$ cat config.mk
export PLATFORM = sky130hd
export DESIGN_NAME = fetch_sequencer_flat
export DESIGN_NICKNAME = d
export VERILOG_FILES = /design/src/rtl/fetch_sequencer_if.sv /design/src/rtl/fetch_sequencer.sv /design/src/flat_wrapper.sv
export SDC_FILE = /design/constraint.sdc
export NUM_CORES = 1
export LEC_CHECK = 0
export CORE_ASPECT_RATIO = 1.4
export CORE_MARGIN = 2
export CORE_UTILIZATION = 31
export CTS_CLUSTER_DIAMETER = 40
export DETAILED_ROUTE_END_ITERATION = 12
export DONT_BUFFER_PORTS = 1
export PLACE_DENSITY = 0.49
export SLEW_MARGIN = 15
export SYNTH_ARGS = -nofsm -noshare
export SYNTH_HDL_FRONTEND = slang
export SYNTH_SLANG_ARGS = --single-unit
$ cat constraint.sdc
create_clock -name clk -period 3.4 [get_ports clk]
set_input_delay 0.85 -clock clk [delete_from_list [all_inputs] [get_ports clk]]
set_output_delay 0.85 -clock clk [all_outputs]
set_load 0.02 [all_outputs]
$ cat src/rtl/fetch_sequencer_if.sv
// fetch_sequencer_if: instruction-memory and decode handshake bundle for fetch_sequencer
interface fetch_sequencer_if #(
  parameter int ADDR_W = 16,
  parameter int INST_W = 16
);
  logic [ADDR_W-1:0] imem_addr;
  logic [INST_W-1:0] imem_data;
  logic              inst_valid;
  logic              inst_ready;
  logic [INST_W-1:0] inst;
  logic [ADDR_W-1:0] inst_pc;
  modport master (output imem_addr, inst_valid, inst, inst_pc, input imem_data, inst_ready);
  modport slave  (input imem_addr, inst_valid, inst, inst_pc, output imem_data, inst_ready);
endinterface

$ cat src/rtl/fetch_sequencer.sv
// fetch_sequencer: fetch FSM + prefetch FIFO with redirect flush; stall counter under FETCH_STALL_CNT_EN
module fetch_sequencer #(
  parameter int              ADDR_W   = 16,
  parameter int              INST_W   = 16,
  parameter int              DEPTH    = 4,
  parameter logic [ADDR_W-1:0] RESET_PC = '0
) (
  input  logic              clk,
  input  logic              rst_n,
  input  logic              en,
  input  logic              redirect,
  input  logic [ADDR_W-1:0] redirect_pc,
  output logic              busy,
`ifdef FETCH_STALL_CNT_EN
  output logic [15:0]       stall_cycles,
`endif
  fetch_sequencer_if.master bus
);
  localparam int PW = $clog2(DEPTH);
  typedef enum logic [1:0] {IDLE, RUN, DRAIN} state_t;
  state_t            state;
  logic [ADDR_W-1:0] fetch_pc;
  logic [PW-1:0]     wr_ptr, rd_ptr;
  logic [PW:0]       count;
  logic [INST_W-1:0] mem_inst [DEPTH];
  logic [ADDR_W-1:0] mem_pc [DEPTH];
  logic              pop, push, full, last;
  assign full            = count == (PW+1)'(DEPTH);
  assign pop             = bus.inst_valid & bus.inst_ready;
  assign push            = (state == RUN) & en & ~redirect & (~full | pop);
  assign last            = count == (PW+1)'(pop);
  assign bus.inst_valid  = count != '0;
  assign bus.inst        = bus.inst_valid ? mem_inst[rd_ptr] : '0;
  assign bus.inst_pc     = bus.inst_valid ? mem_pc[rd_ptr] : '0;
  assign bus.imem_addr   = fetch_pc;
  assign busy            = state != IDLE;
  always_ff @(posedge clk or negedge rst_n) begin
    if (!rst_n) begin
      state    <= IDLE;
      fetch_pc <= RESET_PC;
      wr_ptr   <= '0;
      rd_ptr   <= '0;
      count    <= '0;
    end else if (redirect) begin
      fetch_pc <= redirect_pc;
      wr_ptr   <= '0;
      rd_ptr   <= '0;
      count    <= '0;
      state    <= (state == DRAIN) ? IDLE : state;
    end else begin
      fetch_pc <= push ? fetch_pc + 1'b1 : fetch_pc;
      wr_ptr   <= push ? wr_ptr + 1'b1 : wr_ptr;
      rd_ptr   <= pop ? rd_ptr + 1'b1 : rd_ptr;
      count    <= count + (PW+1)'(push) - (PW+1)'(pop);
      state    <= (state == IDLE) ? (en ? RUN : IDLE) :
                  (state == RUN)  ? (en ? RUN : DRAIN) :
                  en ? RUN : last ? IDLE : DRAIN;
    end
  end
  // storage needs no reset: empty FIFO masks head contents to zero
  always_ff @(posedge clk) begin
    if (push) begin
      mem_inst[wr_ptr] <= bus.imem_data;
      mem_pc[wr_ptr]   <= fetch_pc;
    end
  end
`ifdef FETCH_STALL_CNT_EN
  always_ff @(posedge clk or negedge rst_n) begin
    if (!rst_n) stall_cycles <= '0;
    else if (state == RUN && bus.inst_ready && !bus.inst_valid && stall_cycles != 16'hFFFF)
      stall_cycles <= stall_cycles + 16'd1;
  end
`endif
endmodule
$ cat src/flat_wrapper.sv
// flat-port wrapper written by rule: the top's interface ports become plain ports
module fetch_sequencer_flat 
#(
  parameter int              ADDR_W   = 16,
  parameter int              INST_W   = 16,
  parameter int              DEPTH    = 4,
  parameter logic [ADDR_W-1:0] RESET_PC = '0
)
  (clk, rst_n, en, redirect, redirect_pc, busy, bus_imem_addr, bus_inst_valid, bus_inst, bus_inst_pc, bus_imem_data, bus_inst_ready);
  fetch_sequencer_if #(.ADDR_W(ADDR_W), .INST_W(INST_W)) bus_i ();
  input  logic clk;
  input  logic rst_n;
  input  logic en;
  input  logic redirect;
  input  logic [ADDR_W-1:0] redirect_pc;
  output logic busy;
  output wire logic [$bits(bus_i.imem_addr)-1:0] bus_imem_addr;
  output wire logic [$bits(bus_i.inst_valid)-1:0] bus_inst_valid;
  output wire logic [$bits(bus_i.inst)-1:0] bus_inst;
  output wire logic [$bits(bus_i.inst_pc)-1:0] bus_inst_pc;
  input wire logic [$bits(bus_i.imem_data)-1:0] bus_imem_data;
  input wire logic [$bits(bus_i.inst_ready)-1:0] bus_inst_ready;
  assign bus_imem_addr = bus_i.imem_addr;
  assign bus_inst_valid = bus_i.inst_valid;
  assign bus_inst = bus_i.inst;
  assign bus_inst_pc = bus_i.inst_pc;
  assign bus_i.imem_data = bus_imem_data;
  assign bus_i.inst_ready = bus_inst_ready;
  fetch_sequencer #(.ADDR_W(ADDR_W), .INST_W(INST_W), .DEPTH(DEPTH), .RESET_PC(RESET_PC)) u_core (.clk(clk), .rst_n(rst_n), .en(en), .redirect(redirect), .redirect_pc(redirect_pc), .busy(busy), .bus(bus_i));
endmodule
-- Yosys cells after proc, flatten, opt, wreduce, memory -nomap -nowiden
Memory sizes are Yosys's and may differ from the RTL's.
Index checks and enable logic that the tools add are counted.
- bits in registers: 25
- bits in latches: 0
- bits in writable memories: 128
- memory bits (read-only): 0
- input bits: 37
- output and inout port bits: 50
- memories: 2
- memory list (memory ; depth ; width ; read ports ; clocked after memory_dff ; wr ports ; line ; text):
    u_core.mem_inst ; 4 ; 16 ; 1 ; 0 ; 1 ; fetch_sequencer.sv:25 ; logic [INST_W-1:0] mem_inst [DEPTH];
    u_core.mem_pc ; 4 ; 16 ; 1 ; 0 ; 1 ; fetch_sequencer.sv:26 ; logic [ADDR_W-1:0] mem_pc [DEPTH];
- $add $sub $neg: 5
- $mul: 0
- divide/modulo/power cells: 0
- $lt $le $gt $ge: 0
- eq/ne operators: 5
- shifts and indexed selects: 0
- muxes and demuxes: 19
- bitwise logic cells: 7
- reduce and logical (&&, ||, !) cells: 5
- operators by type and width (cell ; number):
    2-to-1 mux 16 bit ; 4
    2-to-1 mux 2 bit ; 11
    adder 16 x 1 -> 16 bit (second input constant) ; 1
    nonzero test 2 bit ; 3
    adder 2 x 1 -> 2 bit (second input constant) ; 2
    AND 1 bit ; 4
    adder 3 x 1 -> 3 bit ; 1
    equality test 3 x 1 -> 1 bit ; 1
    equality test 3 bit (second input constant) ; 1
    2-to-1 mux 1 bit ; 3
    2-to-1 mux 3 bit ; 1
    nonzero test 3 bit ; 1
    subtractor 3 x 1 -> 3 bit ; 1
    equality test 2 x 1 -> 1 bit (second input constant) ; 1
    equality test 2 bit (second input constant) ; 1
    logical NOT 2 bit ; 1
    != test 2 x 1 -> 1 bit (second input constant) ; 1
    NOT 1 bit ; 2
    bitwise OR 1 bit ; 1

-- Longest topological paths before layout
Gate-level depths: netlist of the first run.
- depth in word-level cells: 8
- gate-level depth with buffers: 11
- depth with buffers taken out: 10

-- Worst setup path before layout of the first run
No wires, ideal clock.
- kind: in2reg
- start point: input port bus_inst_ready
- end point: register u_core.count[2]
- arrival time: 2.467 ns
- path slack: 0.802 ns
- cell stages on the path: 11
- path buffers: 2
- path through: or4b_4 buf_6 nand2_4 inv_2 buf_6 ha_1 inv_1 fa_1 xor2_1 xnor2_1 nor2_1
- word-level cells in the longest chain between the ends: 6
- RTL lines (item ; line ; text):
    start: declaration ; flat_wrapper.sv:22 ; input wire logic [$bits(bus_i.inst_ready)-1:0] bus_inst_ready;
    AND 1 bit (*) ; fetch_sequencer.sv:29 ; assign pop = bus.inst_valid & bus.inst_ready;
    bitwise OR 1 bit ; fetch_sequencer.sv:30 ; assign push = (state == RUN) & en & ~redirect & (~full | pop);
    AND 1 bit ; fetch_sequencer.sv:30 ;
    adder 3 x 1 -> 3 bit ; fetch_sequencer.sv:54 ; count <= count + (PW+1)'(push) - (PW+1)'(pop);
    subtractor 3 x 1 -> 3 bit (*) ; fetch_sequencer.sv:54 ;
    2-to-1 mux 3 bit (*) ; fetch_sequencer.sv:44 ; end else if (redirect) begin
    end signal: assignment ; fetch_sequencer.sv:54 ;
    end: declaration ; fetch_sequencer.sv:24 ; logic [PW:0] count;
Every way passes the cells marked *; elsewhere a longest branch is shown, timed or not.
A chain may end at the register's enable or synchronous reset.

-- Worst setup path after layout of the first run
- start point: register u_core.rd_ptr[0]
- end point: output port bus_inst_pc[0]
- word-level cells in the longest chain between the ends: 2
- RTL lines (item ; line ; text):
    start: declaration ; fetch_sequencer.sv:23 ; logic [PW-1:0] wr_ptr, rd_ptr;
    start signal: assignment ; fetch_sequencer.sv:53 ; rd_ptr <= pop ? rd_ptr + 1'b1 : rd_ptr;
    memory (4 x 16 bit) ; -- ;
    2-to-1 mux 16 bit ; fetch_sequencer.sv:34 ; assign bus.inst_pc = bus.inst_valid ? mem_pc[rd_ptr] : '0;
    end: declaration ; flat_wrapper.sv:20 ; output wire logic [$bits(bus_i.inst_pc)-1:0] bus_inst_pc;
No other way between the ends.

==> results of run 1 <==
[power by group through the flow]
stage | Clock (uW) | Combinational [uW] | Sequential [uW]
floorplan | 0 | 978 | 2260
finish | 2100 | 1110 | 2320
global placement | 0 | 1130 | 2360
detailed placement | 0 | 1150 | 2360
global route | 2210 | 1220 | 2340
CTS | 2140 | 1150 | 2320
[placed cells by master, fill, tap and decap left out, types with 3 or more instances in the layout]
cell type	instances
sky130_fd_sc_hd__o21bai_1	4
sky130_fd_sc_hd__o211ai_1	4
sky130_fd_sc_hd__clkinvlp_4	3
sky130_fd_sc_hd__and3_2	4
sky130_fd_sc_hd__nor2_1	7
sky130_fd_sc_hd__or3_1	5
sky130_fd_sc_hd__o31ai_1	3
sky130_fd_sc_hd__dfrtp_1	23
sky130_fd_sc_hd__edfxtp_1	128
sky130_fd_sc_hd__clkbuf_16	17
sky130_fd_sc_hd__bufinv_16	6
sky130_fd_sc_hd__o21ai_0	4
sky130_fd_sc_hd__mux4_2	32
sky130_fd_sc_hd__nor3_1	3
sky130_fd_sc_hd__nand2_1	16
sky130_fd_sc_hd__nand3_1	10
sky130_fd_sc_hd__o311ai_0	6
sky130_fd_sc_hd__a221o_1	6
sky130_fd_sc_hd__ha_1	7
sky130_fd_sc_hd__inv_1	9
sky130_fd_sc_hd__buf_4	4
sky130_fd_sc_hd__and2_1	33
[critical path, stage by stage, from the launching register on]
cell,delay [ps]
sky130_fd_sc_hd__dfrtp_2,670
sky130_fd_sc_hd__buf_4,320
sky130_fd_sc_hd__mux4_2,520
sky130_fd_sc_hd__and2_1,240
[cell type report]
cell class | count | share of cell area
multi-input cells | 177 | 0.2389
clock inverters | 13 | 0.03081
well taps | 252 | 0.04338
repair buffers | 5 | 0.006886
clock buffers | 19 | 0.05956
inverters | 10 | 0.005164
flip-flops and latches | 153 | 0.6153
[cell families (layout without fill, tap and decap cells)]
kind of cell               after synthesis  count (layout)
DFF                                    153             153
and+or+nand+nor                         95              95
AOI/OAI and AO/OA                       35              35
muxes                                   35              35
buffers and inverters                   28              47
adders and majority gates                8               8
xor gates and xnor gates                 4               4
[final timing paths]
path,from,to,slack (ps),depth (start not counted)
min in group clk,redirect,u_core.count[0]$_DFF_PN0_,490,1
worst max register to register,u_core.count[1]$_DFF_PN0_,u_core.count[2]$_DFF_PN0_,990,10
max in group asynchronous,rst_n,u_core.rd_ptr[0]$_DFFE_PN0P_,3200,0
worst min register to register,u_core.wr_ptr[0]$_DFFE_PN0P_,u_core.wr_ptr[0]$_DFFE_PN0P_,580,1
worst min-delay path,rst_n,u_core.bus.imem_addr[0]$_DFFE_PN0P_,120,0
worst max-delay path,u_core.rd_ptr[0]$_DFFE_PN0P_,bus_inst_pc[0],370,3
[synth_stat cells (2+ instances only)]
cell type / count
sky130_fd_sc_hd__a211oi_1: 2
sky130_fd_sc_hd__nor2_1: 7
sky130_fd_sc_hd__nor3b_1: 2
sky130_fd_sc_hd__o21bai_1: 4
sky130_fd_sc_hd__edfxtp_1: 128
sky130_fd_sc_hd__o31ai_1: 3
sky130_fd_sc_hd__buf_2: 3
sky130_fd_sc_hd__a221o_1: 6
sky130_fd_sc_hd__o21ai_0: 4
sky130_fd_sc_hd__clkbuf_1: 11
sky130_fd_sc_hd__o211ai_1: 4
sky130_fd_sc_hd__ha_1: 7
sky130_fd_sc_hd__nand2_1: 16
sky130_fd_sc_hd__a21o_1: 2
sky130_fd_sc_hd__inv_1: 9
sky130_fd_sc_hd__dfrtp_1: 25
sky130_fd_sc_hd__and2_1: 33
sky130_fd_sc_hd__nor3_1: 3
sky130_fd_sc_hd__and3_1: 5
sky130_fd_sc_hd__xor2_1: 2
sky130_fd_sc_hd__or4b_4: 2
sky130_fd_sc_hd__or3_1: 5
sky130_fd_sc_hd__xnor2_1: 2
sky130_fd_sc_hd__nor2b_1: 2
sky130_fd_sc_hd__mux2i_1: 2
sky130_fd_sc_hd__o311ai_0: 6
sky130_fd_sc_hd__nand4_1: 2
sky130_fd_sc_hd__buf_6: 2
sky130_fd_sc_hd__or4_1: 2
sky130_fd_sc_hd__nand3_1: 10
sky130_fd_sc_hd__mux4_2: 32
[per-stage QoR]
stage                     setup WS (ps)  power, uW  hold WS, ps
after floorplan                   802.2       3237        511.5
after global placement            750.1       3490        555.2
after detailed placement          727.9       3512        555.2
after CTS                         274.1       5614        97.31
after global routing              213.8       5761        98.21
final                             367.8       5526        116.3
[sequential cells by signal (all words and copies together) (netlist names)]
register              cells
u_core.bus.imem_addr     16
u_core.count              3
u_core.mem_inst          64
u_core.mem_pc            64
u_core.rd_ptr             2
u_core.state              2
u_core.wr_ptr             2
[metal layers]
layer	share of wire	track usage
met5	0	0
met4	0.016	0.05290
met3	0.051	0.03960
met2	0.53	0.2334
met1	0.41	0.1500
==> flow_summary.toml, run 1 <==
[cts]
clkSlewWorstSetupHoldPaths_ps = 60
clock_tree_from_tritoncts = "yes"
post-cts-setup-buffers = 0
ctsHoldBuffers = 0
htree_num_levels = 4
postCtsResizedCells = 0
clk-insertion-delay-late_ps = 420
cts_root_buffer = "sky130_fd_sc_hd__clkbuf_16"
cts_buffers = 17
cts-root-to-sink-buffers = 2
clock-sinks = 153

[sta]
rsz0062_at_grt = "no"
fin_setup_tns_ps = 0
layout_min_cycle_time_ps = 3032
final_min_period_over_clock_period = 0.8918
report.final.setup_viol = 0
slew-limit-headroom = 0.3470
fmax_ghz = 0.3298
worst_clock_skew_ps = 10.84
tightestPinTransition_ps = 979.5
drv_slew = 0
final_hold_viol_count = 0

[finish]
final_core_utilization = 0.3649
final_layout_size_suffix_gt1_frac = 0.2095
fillCellCount = 1845
post_layout_nonfiller_instances = 629
area_growth_syn_to_layout_pct = 14.85
combined_area_of_the_multi_input_logic_cells_um2 = 1737
finalNetCount = 409
antenna_cells_inserted = 0
postLayoutCellArea_um2 = 7268
area.sequential_um2 = 4472

[grt]
grt_first_pass_wirelength_mm = 21.24
grt_util_all_layers = 0.1325
number_of_global_route_vias_before_repair = 3539
grt_max_degree = 35
global_route_congestion_overflow_total = 0
grt_antenna_before_repair = 1

[routing]
route.detailed.wl_per_inst_um = 21.70
antenna_left = 0
drt_first_iter_violations = 195
via_count = 3248
routed_wire_length_mm = 13.65
drcViolationCount = 0
drt_pass1_iterations = 4
detailed_route_vias_per_instance = 5.164

[setup_path]
critPathArrivalTime_ps = 2180
worst-setup-path-type = "reg -> out"
critical_path.startpoint_type = "flop"
critPathCaptureType = "output pin"
critical_path_peak_fanout = 13
required_ps = 2550

[placement]
dp_hpwl_mm = 8.613
place.gp.congestion = 0.7399
placed_cells = 597
placed_cell_area_um2 = 6611
io_buffers = 0

[synth]
yosys.area.top_type_share = 0.6074
yosys.area_share.adder = 0.01700
post_synth_xor_area_fraction = 0.005536
yosys_warnings = 0
synthSimpleGateAreaFrac = 0.08877
register_bit_count_reported_by_yosys = 153
post_synthesis_cell_area_um2 = 6329
synth.area.mux_share = 0.1188
synth.yosys.seq_area_share = 0.7062
yosys-top-cells-area = "sky130_fd_sc_hd__edfxtp_1, sky130_fd_sc_hd__mux4_2, sky130_fd_sc_hd__dfrtp_1"
synth_cells = 358
synth_compound_area_frac = 0.04350
synthesis.nets = 403
synth_enable_flop_cells = 128
synth_top_family_by_area = "multiplexers"
synthArstFlopShare = 0.1634
yosysUniqueCellTypes = 46
post-synth-top-area-cell = "sky130_fd_sc_hd__edfxtp_1"
yosys_most_used_dff = "sky130_fd_sc_hd__edfxtp_1"
post_synth.cell_area_avg_um2 = 17.68

[floorplan]
placement_rows = 61
ios = 87
core_region_area_um2 = 19920
initial_core_util = 0.3177
die_width_um = 124.8
dieArea_um2 = 21590
die_y_um = 173.1

[power_and_ir_drop]
netSwitchingFraction = 0.2850
combinationalPowerShare = 0.201
power.switching_uw = 1575
seqPwrFrac = 0.419
cellPowerDensity_nw_per_um2 = 760.3
leakagePower_uw = 0.002383
clkPwrFrac = 0.380
p_int_uw = 3951
worst_case_vdd_ir_drop_mv = 0.2747

[job]
max-cap-violations = 0

[min_path]
worstHoldPathType = "in -> async"

[run_status]
run_status = "complete, no violations"
Power figures use the tool's default switching activity.
==> inputs of run 2 (changes only) <==
--- a/config.mk
+++ b/config.mk
@@ -5,13 +5,13 @@
 export SDC_FILE = /design/constraint.sdc
 export NUM_CORES = 1
 export LEC_CHECK = 0
+export BUFFER_PORTS_ARGS = -buffer_cell sky130_fd_sc_hd__buf_2
 export CORE_ASPECT_RATIO = 1.4
 export CORE_MARGIN = 2
 export CORE_UTILIZATION = 31
 export CTS_CLUSTER_DIAMETER = 40
 export DETAILED_ROUTE_END_ITERATION = 12
-export DONT_BUFFER_PORTS = 1
-export PLACE_DENSITY = 0.49
+export PLACE_DENSITY = 0.52
 export SLEW_MARGIN = 15
 export SYNTH_ARGS = -nofsm -noshare
 export SYNTH_HDL_FRONTEND = slang
==> flow_summary.toml, run 2 (synthesized netlist as in run 1, its figures left out) <==
[setup_path]
required_ps = 2550
worst-setup-path-type = "reg -> out"
reg2reg_path_depth = 10
critPathCaptureType = "output pin"
critPathArrivalTime_ps = 2070
critical_path_peak_fanout = 20
critical_path.startpoint_type = "flop"

[grt]
grt_util_all_layers = 0.1316
grt_antenna_before_repair = 0
grt_max_degree = 35
grt_first_pass_wirelength_mm = 21.64
global_route_congestion_overflow_total = 0
number_of_global_route_vias_before_repair = 3757

[power_and_ir_drop]
leakagePower_uw = 0.002732
worst_case_vdd_ir_drop_mv = 0.2844
cellPowerDensity_nw_per_um2 = 718.6

[routing]
via_count = 3480
antenna_left = 0
detailed_route_vias_per_instance = 4.867
routed_wire_length_mm = 13.57
drt_first_iter_violations = 188
drcViolationCount = 0
drt_pass1_iterations = 7
route.detailed.wl_per_inst_um = 18.98

[cts]
cts-root-to-sink-buffers = 2
ctsHoldBuffers = 0
clock-sinks = 153
postCtsResizedCells = 0
clk-insertion-delay-late_ps = 410
htree_num_levels = 4
clock_tree_from_tritoncts = "yes"
post-cts-setup-buffers = 0
cts_buffers = 17
cts_root_buffer = "sky130_fd_sc_hd__clkbuf_16"
clkSlewWorstSetupHoldPaths_ps = 70

[placement]
io_buffers = 86
placed_cells = 683
place.gp.congestion = 0.7952
dp_hpwl_mm = 8.493

[floorplan]
core_region_area_um2 = 19920
die_width_um = 124.8
placement_rows = 61
initial_core_util = 0.3177
ios = 87
dieArea_um2 = 21590
die_y_um = 173.1

[sta]
worst_clock_skew_ps = 14.29
drv_slew = 0
report.final.setup_viol = 0
holdWs_ps = 439.7
final_hold_viol_count = 0
rsz0062_at_grt = "no"
slew-limit-headroom = 0.3676
final_min_period_over_clock_period = 0.8602
tightestPinTransition_ps = 948.6
fin_setup_tns_ps = 0
fmax_ghz = 0.3419
layout_min_cycle_time_ps = 2925

[finish]
fillCellCount = 1873
final_layout_size_suffix_gt1_frac = 0.3629
finalNetCount = 495
area_growth_syn_to_layout_pct = 20.50
antenna_cells_inserted = 0
final_cell_mix = "sky130_fd_sc_hd__edfxtp_1, sky130_fd_sc_hd__buf_2, sky130_fd_sc_hd__and2_1"
layout.cells.most_common = "sky130_fd_sc_hd__edfxtp_1"
post_layout_nonfiller_instances = 715

[job]
max-cap-violations = 0

[run_status]
run_status = "complete, no violations"

[min_path]
worstHoldPathType = "in -> async"
## run 2: metrics by stage
| stage | instance area [um2] | setup WS, ps | total power [uW] | util |
|---|---|---|---|---|
| floorplan | 6329 | 802.2 | 3237 | - |
| CTS | 7626 | 417.8 | 5577 | 0.3828 |
| finish | 7626 | 475.3 | 5480 | 0.3828 |
| global placement | 7042 | 610.6 | 3717 | 0.3535 |
| global route | 7626 | 361.5 | 5761 | 0.3828 |
| detailed placement | 7042 | 567.6 | 3728 | 0.3535 |
## run 2: worst max-delay path, stage by stage, from the launching register on
cell                      delay, ps
sky130_fd_sc_hd__dfrtp_2        350
sky130_fd_sc_hd__buf_4          400
sky130_fd_sc_hd__mux4_2         560
sky130_fd_sc_hd__and2_1         180
sky130_fd_sc_hd__buf_2          160
## run 2: routing by layer
| layer | track usage | routed length, um | vias up |
|---|---|---|---|
| li1 | - | - | 1610 |
| met1 | 0.1607 | 5840 | 1797 |
| met2 | 0.2286 | 7214 | 69 |
| met3 | 0.02939 | 378 | 4 |
| met4 | 0.04728 | 140 | 0 |
| met5 | 0 | 0 | - |
## run 2: layout make-up
cell class / instances / area [um2] / area share
clock buffers: 18 / 429.2 / 0.05628
clock inverters: 14 / 155.1 / 0.02034
inverters: 10 / 37.54 / 0.004922
multi-input cells: 177 / 1737 / 0.2277
flip-flops and latches: 153 / 4472 / 0.5864
well taps: 252 / 315.3 / 0.04135
repair buffers: 91 / 480.5 / 0.06300
## run 2: path summary, 6_finish.rpt
kind	startpoint	endpoint	slack (ps)
setup / recovery	u_core.rd_ptr[0]$_DFFE_PN0P_	bus_inst_pc[5]	480
hold / removal	rst_n	u_core.wr_ptr[0]$_DFFE_PN0P_	440
setup reg to reg	u_core.count[1]$_DFF_PN0_	u_core.count[2]$_DFF_PN0_	990
hold reg to reg	u_core.wr_ptr[0]$_DFFE_PN0P_	u_core.wr_ptr[0]$_DFFE_PN0P_	560
max in group asynchronous	rst_n	u_core.rd_ptr[0]$_DFFE_PN0P_	2530
min in group clk	u_core.wr_ptr[0]$_DFFE_PN0P_	u_core.wr_ptr[0]$_DFFE_PN0P_	560
## run 2: power breakdown
group / total, uW / internal, uW / leakage, uW / switching (uW)
sequential: 2240 / 2130 / 0.00147 / 105
clock: 1840 / 1040 / 0.000285 / 796
combinational: 1400 / 596 / 0.000978 / 808
==> inputs of run 3 (changes only) <==
--- a/config.mk
+++ b/config.mk
@@ -5,7 +5,7 @@
 export SDC_FILE = /design/constraint.sdc
 export NUM_CORES = 1
 export LEC_CHECK = 0
-export BUFFER_PORTS_ARGS = -buffer_cell sky130_fd_sc_hd__buf_2
+export BUFFER_PORTS_ARGS = -buffer_cell sky130_fd_sc_hd__buf_4
 export CORE_ASPECT_RATIO = 1.4
 export CORE_MARGIN = 2
 export CORE_UTILIZATION = 31
==> constraint.sdc (replaced) <==
create_clock -name clk -period 3.4 [get_ports clk]
set_input_delay 0.85 -clock clk [delete_from_list [all_inputs] [get_ports clk]]
set_output_delay 0.85 -clock clk [all_outputs]
set_load 0.1 [all_outputs]
==> flow_summary.toml, run 3 (synthesized netlist as in run 1, its figures left out) <==
[sta]
report.final.setup_viol = 0
final_hold_viol_count = 0
final_min_period_over_clock_period = 0.9064
tightestPinTransition_ps = 587.7
rsz0062_at_grt = "no"
worst_clock_skew_ps = 8.637
layout_min_cycle_time_ps = 3082
fmax_ghz = 0.3245
drv_slew = 0
slew-limit-headroom = 0.6027
fin_setup_tns_ps = 0

[placement]
placed_cells = 686
io_buffers = 86
dp_hpwl_mm = 8.824
place.gp.congestion = 0.7863

[job]
max-cap-violations = 0

[cts]
post-cts-setup-buffers = 0
cts_buffers = 17
cts_root_buffer = "sky130_fd_sc_hd__clkbuf_16"
ctsHoldBuffers = 0
clock-sinks = 153
cts-root-to-sink-buffers = 2
clk-insertion-delay-late_ps = 410
htree_num_levels = 4
clock_tree_from_tritoncts = "yes"
postCtsResizedCells = 0
clkSlewWorstSetupHoldPaths_ps = 70

[routing]
drt_pass1_iterations = 4
via_count = 3509
routed_wire_length_mm = 13.68
drcViolationCount = 0
detailed_route_vias_per_instance = 4.894
antenna_left = 0
drt_first_iter_violations = 211
route.detailed.wl_per_inst_um = 19.08

[finish]
layout.cells.most_common = "sky130_fd_sc_hd__edfxtp_1"
post_layout_nonfiller_instances = 717
final_layout_size_suffix_gt1_frac = 0.3677
antenna_cells_inserted = 0
final_cell_mix = "sky130_fd_sc_hd__edfxtp_1, sky130_fd_sc_hd__buf_4, sky130_fd_sc_hd__and2_1"
final_core_utilization = 0.3964
finalNetCount = 498
area_growth_syn_to_layout_pct = 24.77

[setup_path]
critical_path_peak_fanout = 27
required_ps = 2550
crit-reg2reg-capture = "u_core.count[2]$_DFF_PN0_"
worst_setup_path_startpoint = "u_core.rd_ptr[0]$_DFFE_PN0P_"
ff2ff_setup_slack_ps = 920
critPathArrivalTime_ps = 2230
worst-setup-path-type = "reg -> out"
cp_num_buf_inv = 2
timing.critical_path.max_delay_family = "multiplexers"
critPathCaptureType = "output pin"
path_cells = "buf_12, mux4_2, and2_1, buf_4"
max_stage_delay_ps = 540
timing.rr.start = "u_core.count[1]$_DFF_PN0_"
critical_path.startpoint_type = "flop"
cp.depth = 4
reg2reg_path_depth = 10
library_cell_contributing_the_largest_single_delay_on_the_critical_path = "sky130_fd_sc_hd__mux4_2"
cp-endpoint = "bus_inst_pc[3]"

[power_and_ir_drop]
total_power_uw = 7041
worst_case_vdd_ir_drop_mv = 0.3250
leakagePower_uw = 0.002806
cellPowerDensity_nw_per_um2 = 891.6

[grt]
global_route_track_usage_on_met2 = 0.2259
grt_first_pass_wirelength_mm = 21.69
globalRouteMet3Util = 0.03032
met1_usage = 0.1653
number_of_global_route_vias_before_repair = 3744
grt_util_all_layers = 0.1324
globalRoute.busiestLayer = "met2"
grt_antenna_before_repair = 0
global_route_congestion_overflow_total = 0
grt_max_degree = 35

[floorplan]
placement_rows = 61
die_y_um = 173.1
initial_core_util = 0.3177
die_width_um = 124.8
core_region_area_um2 = 19920
dieArea_um2 = 21590
ios = 87

[min_path]
worstHoldPathType = "in -> async"

[run_status]
run_status = "complete, no violations"
## run 3: cell types whose count changed in the layout (fill, tap and decap cells not counted)
cell,delta
sky130_fd_sc_hd__buf_2,-86
sky130_fd_sc_hd__clkbuf_1,-1
sky130_fd_sc_hd__clkinvlp_4,+1
sky130_fd_sc_hd__clkinv_4,-3
sky130_fd_sc_hd__buf_4,+86
sky130_fd_sc_hd__inv_6,+2
sky130_fd_sc_hd__buf_12,+3
## run 3: worst min path at each step
| stage | from | end | cells past startpoint |
|---|---|---|---|
| detailed placement | u_core.state[0]$_DFFE_PN0P_ | u_core.state[1]$_DFFE_PN0P_ | 2 |
| global placement | u_core.wr_ptr[0]$_DFFE_PN0P_ | u_core.wr_ptr[0]$_DFFE_PN0P_ | 1 |
| finish | rst_n | u_core.wr_ptr[0]$_DFFE_PN0P_ | 1 |
| floorplan | u_core.wr_ptr[0]$_DFFE_PN0P_ | u_core.wr_ptr[0]$_DFFE_PN0P_ | 1 |
| CTS | rst_n | u_core.bus.imem_addr[3]$_DFFE_PN0P_ | 1 |
| global route | rst_n | u_core.wr_ptr[0]$_DFFE_PN0P_ | 1 |
## run 3: layer usage
layer  vias to the layer above  wire length [um]
li1                       1610                 -
met1                      1799              5754
met4                         0               202
met2                        92              7209
met5                         -                 0
met3                         8               510
## run 3: worst reg2reg max path, cell delays in order, from the launching register on
cell	delay (ps)
sky130_fd_sc_hd__dfrtp_1	460
sky130_fd_sc_hd__or3_1	390
sky130_fd_sc_hd__and2_1	190
sky130_fd_sc_hd__ha_1	280
sky130_fd_sc_hd__inv_1	80
sky130_fd_sc_hd__ha_1	150
sky130_fd_sc_hd__inv_1	50
sky130_fd_sc_hd__fa_1	370
sky130_fd_sc_hd__xor2_1	190
sky130_fd_sc_hd__xnor2_1	140
sky130_fd_sc_hd__nor2_1	50
## run 3: cell type report
class                           count  area (um2)
Fill cell                        1811       12020
Multi-Input combinational cell    177        1737
Inverter                           10       37.54
Clock inverter                     14       153.9
Sequential cell                   153        4472
Tap cell                          252       315.3
Timing Repair Buffer               94       755.7
Clock buffer                       17       425.4
## run 3: through the flow
step | area (um2) | hold WS [ps] | worst slack (ps)
2_1_floorplan | 6330 | 511.5 | 442.1
3_3_place_gp | 7317 | 554.1 | 630.2
4_1_cts | 7896 | 335.2 | 249.3
3_5_place_dp | 7317 | 585.1 | 569.2
5_1_grt | 7896 | 351.9 | 200.5
6_report | 7896 | 340.6 | 318.3
## run 3: power breakdown
part | leakage, uW | internal [uW] | total [uW] | switching, uW
Combinational | 0.00106 | 752 | 2940 | 2190
Clock | 0.000281 | 1040 | 1840 | 797
Sequential | 0.00147 | 2130 | 2260 | 131
Total | 0.00281 | 3920 | 7040 | 3120
